$ cat src/rtl/flexbex_ibex_regfile_sb.sv
// flexbex_ibex_regfile_sb: multi-port register file with pending scoreboard.
// Two write ports (A: ALU, B: LSU), optional write-to-read bypass.
module flexbex_ibex_regfile_sb #(
  parameter bit          RV32E        = 1'b0,
  parameter int unsigned DATA_WIDTH   = 32,
  parameter int unsigned NUM_RD_PORTS = 2,
  parameter bit          BYPASS       = 1'b1,
  localparam int unsigned NUM_WORDS   = RV32E ? 16 : 32
) (
  input  logic                               clk,
  input  logic                               rst_n,
  input  logic [5*NUM_RD_PORTS-1:0]          raddr_i,
  output logic [DATA_WIDTH*NUM_RD_PORTS-1:0] rdata_o,
  output logic [NUM_RD_PORTS-1:0]            rbusy_o,
  input  logic                               we_a_i,
  input  logic [4:0]                         waddr_a_i,
  input  logic [DATA_WIDTH-1:0]              wdata_a_i,
  input  logic                               we_b_i,
  input  logic [4:0]                         waddr_b_i,
  input  logic [DATA_WIDTH-1:0]              wdata_b_i,
  input  logic                               lock_i,
  input  logic [4:0]                         lock_addr_i,
  output logic [NUM_WORDS-1:0]               busy_vec_o
);

  localparam int unsigned AW = RV32E ? 4 : 5;

  typedef logic [DATA_WIDTH-1:0] word_t;

  word_t                mem [NUM_WORDS];
  logic [NUM_WORDS-1:0] busy;
  logic [NUM_WORDS-1:0] hit_a;
  logic [NUM_WORDS-1:0] hit_b;
  logic [NUM_WORDS-1:0] hit_l;

  // Entry 0 never hits, and illegal RV32E addresses never match an entry.
  always_comb begin
    hit_a = '0;
    hit_b = '0;
    hit_l = '0;
    for (int unsigned r = 1; r < NUM_WORDS; r++) begin
      hit_a[r] = we_a_i && (waddr_a_i == 5'(r));
      hit_b[r] = we_b_i && (waddr_b_i == 5'(r));
      hit_l[r] = lock_i && (lock_addr_i == 5'(r));
    end
  end

  always_ff @(posedge clk or negedge rst_n) begin
    if (!rst_n) begin
      for (int unsigned r = 0; r < NUM_WORDS; r++) begin
        mem[r] <= '0;
      end
      busy <= '0;
    end else begin
      for (int unsigned r = 1; r < NUM_WORDS; r++) begin
        if (hit_a[r]) begin
          mem[r] <= wdata_a_i;
        end else if (hit_b[r]) begin
          mem[r] <= wdata_b_i;
        end
        // A dropped B write does not retire the pending op.
        busy[r] <= hit_l[r] | (busy[r] & ~(hit_b[r] & ~hit_a[r]));
      end
    end
  end

  assign busy_vec_o = busy;

  for (genvar p = 0; p < NUM_RD_PORTS; p++) begin : g_rd
    logic [4:0]    addr;
    logic [AW-1:0] idx;
    logic          legal;
    logic          byp;
    logic          ma;
    logic          mb;
    logic          ml;

    assign addr  = raddr_i[5*p +: 5];
    assign idx   = addr[AW-1:0];
    assign legal = (addr != 5'd0) && !(RV32E && addr[4]);
    assign byp   = BYPASS && rst_n && legal;
    assign ma    = byp && we_a_i && (waddr_a_i == addr);
    assign mb    = byp && we_b_i && (waddr_b_i == addr);
    assign ml    = lock_i && (lock_addr_i == addr);

    assign rdata_o[DATA_WIDTH*p +: DATA_WIDTH] =
      !legal ? '0        :
      ma     ? wdata_a_i :
      mb     ? wdata_b_i :
               mem[idx];

    assign rbusy_o[p] = legal && busy[idx] && !(mb && !ml);
  end

endmodule

$ cat config.mk
export PLATFORM = sky130hd
export DESIGN_NAME = flexbex_ibex_regfile_sb
export DESIGN_NICKNAME = d
export VERILOG_FILES = /design/src/rtl/flexbex_ibex_regfile_sb.sv
export SDC_FILE = /design/constraint.sdc
export NUM_CORES = 2
export LEC_CHECK = 0
export BUFFER_PORTS_ARGS = -buffer_cell sky130_fd_sc_hd__buf_2
export CAP_MARGIN = 30
export CORE_MARGIN = 2
export CORE_UTILIZATION = 30
export CTS_BUF_LIST = sky130_fd_sc_hd__clkbuf_4
export DETAILED_ROUTE_END_ITERATION = 16
export GPL_ROUTABILITY_DRIVEN = 0
export SKIP_LAST_GASP = 1
export SYNTH_ARGS = -nofsm -noshare
export SYNTH_HDL_FRONTEND = slang
export SYNTH_SLANG_ARGS = --single-unit
$ cat constraint.sdc
create_clock -name clk -period 2.2 [get_ports clk]
set_clock_uncertainty 0.15 [all_clocks]
set_input_delay 0.11 -clock clk [delete_from_list [all_inputs] [get_ports clk]]
set_output_delay 0.11 -clock clk [all_outputs]
set_load 0.05 [all_outputs]
==> metrics <==
CP startpoint mem[5]$_DFFE_PN0P_; Hold WC Path Type in -> reg; Critical Path RT about 1.9 ns; final wirelength 325,100 um; CTS root buf clkbuf_4; Worst Path Class, Setup reg -> out; final core utilization 0.4097; Leak Pwr approximately 40 nW; vias in the first global route 63,100; Critical Path Max Stage Delay 0.66 ns; Synth Area per Inst 10.27 sq um; initial antenna violation count 24; worst setup margin -1.773 ns; Synth Cell Area 65,820 sq um; peak fanout along the critical path 2; Initial DRC Count 8,296; Die X-Extent approximately 470 um; Slew headroom 0.2958; largest net degree at the start of global routing 152; unrepaired setup endpoints after global routing yes; Critical R2R Launch mem[894]$_DFFE_PN0P_; Rows roughly 170; f_max 251.7 MHz; minimum clock period 3.973 ns; drt pass-1 iters 6; Multi-input gate area between 30,000 and 40,000 sq um; Seq cells post-synth 1,023; Crit. End Element output pin; final cell count without fillers ~11,000; Post-DP Area 80,110 sq um; failing checks negative hold slack, negative setup slack; nets@finish 7,707; area growth from synthesis to layout 35.44%; Slew @ Worst Pin around 1.1 ns; Tcrit/Tclk final 1.806; final instance area ~89,000 sq um; crit path launch type register; sequential cell area 25,600 sq um; H-Tree Level Count 5; port bufs between 150 and 200; DIE AREA ~220,000 sq um; sequential area share after synthesis 0.3889; Distinct cells, synth 60; Vias 63,250; Arrival @ worst endpoint 3.71 ns; CTS clk-pin slew, worst paths around 0.080 ns; Via-to-Cell Ratio around 5.9; clk_lat worst skew 1.30 ns; Syn Inst Count 6,409; asr flop ratio synth 1.000; filler cell count 20,450; Placed Instances 9,789; total congestion overflow 0; worst hold slack -0.2079 ns; all-layer global routing usage 0.2809; Power, Total 72.94 mW; final hold vios 16; Routed WL per cell 30.51 um; DIE HEIGHT 472.4 um; Ys Warns 33; clock tree from TritonCTS done; PwrDens 818.2 nW/um^2; layout cell share with drive strength beyond 1 0.3493; antenna viol nets, final 0; EDFF count, synth 0; Max Cap Viol 0; core box area 217,600 sq um; Place WS -1.078 ns; outcome finished with violations; setup TNS -112.38 ns; Ports 192; clock sink total between 1,000 and 1,500; CTS Buffer Depth 4; Max IR drop VDD roughly 0.47 mV; DRC Markers 0; Pins Over Slew Limit 0; Hold Startpoint waddr_a_i[4]; CP max-delay cell a2111oi_4; Syn Nets 6,503; final setup vio count 163; Starting Density 0.3025; ys flop type dfrtp_1; first-pass GRT wire length around 460,000 um; hpwl dp approximately 220,000 um; CP cell instances mux4_2 > mux4_2 > a2111oi_4 > a2111oi_4 > buf_6; CTS Buf Count 310
[cell families after synthesis]
family	synth area share
buf+inv	0.05456
xor+xnor	0.003992
mux	0.3448
simple gates	0.09163
flops	0.3889
other cells	0.00005697
compound gates	0.1160
[Yosys cell counts (4+ instances only)]
cell / count / area, sq um
and3_1: 8 / 50.05
a221o_1: 5 / 50.05
o21ai_0: 647 / 3238
a31oi_1: 6 / 37.54
mux2_2: 83 / 934.7
xor2_1: 13 / 113.9
and2_1: 4 / 25.02
nor3_1: 36 / 180.2
mux4_2: 472 / 10630
o21a_1: 16 / 120.1
buf_4: 51 / 382.9
o22ai_1: 40 / 250.2
nor2b_1: 32 / 200.2
nand4_1: 19 / 118.9
buf_1: 82 / 307.8
buf_2: 141 / 705.7
o2bb2ai_1: 6 / 52.55
nand3b_1: 4 / 30.03
xnor2_1: 17 / 148.9
a22oi_1: 38 / 285.3
buf_6: 20 / 225.2
dfrtp_1: 1023 / 25600
o311ai_0: 29 / 254.0
a2111oi_0: 23 / 201.4
a21oi_1: 484 / 2422
a211oi_1: 21 / 157.7
mux2i_1: 1112 / 11130
nand2_1: 733 / 2751
nand2b_1: 18 / 112.6
nor2_1: 572 / 2147
nor4_1: 21 / 131.4
clkbuf_2: 14 / 70.07
clkbuf_1: 500 / 1877
a22o_1: 9 / 78.83
a221oi_1: 33 / 289.0
nand3_1: 23 / 115.1
or3_1: 8 / 50.05
or2_2: 5 / 31.28
[sequential cells by signal (all words and copies together) (netlist names)]
name,flops
busy_vec_o,31
mem,992
[power by group]
part | switching [mW] | total [mW] | internal, mW
clock | 9.20 | 18.2 | 8.99
combinational | 12.6 | 27.3 | 14.7
sequential | 3.70 | 27.5 | 23.8
[layout make-up]
class / count / area share
multi-input cells: 4572 / 0.4390
flip-flops and latches: 1023 / 0.2872
repair buffers: 1700 / 0.1941
well taps: 2854 / 0.04006
clock buffers: 422 / 0.03554
clock inverters: 65 / 0.003397
diodes: 16 / 0.0004491
inverters: 6 / 0.0002667
[placed cells by master, fill, tap and decap left out, types with 15 or more instances in the layout]
cell type / instances
mux2i_1: 1104
dfrtp_1: 1021
buf_4: 969
nand2_1: 697
o21ai_0: 638
nor2_1: 521
mux4_2: 472
a21oi_1: 459
clkbuf_4: 422
buf_12: 266
dlygate4sd3_1: 255
buf_2: 83
buf_6: 78
mux2_2: 74
clkinv_1: 53
nor2_4: 43
o22ai_1: 37
a22oi_1: 33
nand2_4: 29
nor3_1: 24
a2111oi_4: 23
buf_8: 22
nor2b_1: 21
nand4_1: 19
a21oi_4: 19
o311ai_1: 18
xnor2_1: 17
nand2b_1: 17
a221oi_1: 17
diode_2: 16
nand3_2: 15
[per-layer routing]
metal / share of wire / track usage
met1: 0.35 / 0.3382
met2: 0.43 / 0.4173
met3: 0.13 / 0.08859
met4: 0.092 / 0.2159
met5: 0.00028 / 0
[final timing paths]
| path | endpoint | slack (ns) | cells after the start |
|---|---|---|---|
| max reg2reg | mem[894]$_DFFE_PN0P_ | 0.18 | 4 |
| min in group asynchronous | mem[38]$_DFFE_PN0P_ | 0.47 | 4 |
| max in group asynchronous | mem[266]$_DFFE_PN0P_ | -0.06 | 6 |
| max | rdata_o[5] | -1.77 | 5 |
| min | mem[819]$_DFFE_PN0P_ | -0.21 | 7 |
| min reg2reg | busy_vec_o[22]$_DFF_PN0_ | 0.40 | 2 |
[critical path, delay by kind of cell, from the launching register on]
family	cells	cell delay [ns]
buffers and inverters	1	0.19
AO/OA/AOI/OAI	2	0.73
flip-flops	1	0.40
multiplexers	2	1.00
[what timing repair did]
action,CTS,global route
hold buffers,251,37
resized for setup,330,97
cloned,0,8
hold endpoints to repair,2046,598
setup endpoints to repair,97,774
pin swaps,115,38
setup buffers,63,40
Power figures use the tool's default switching activity.
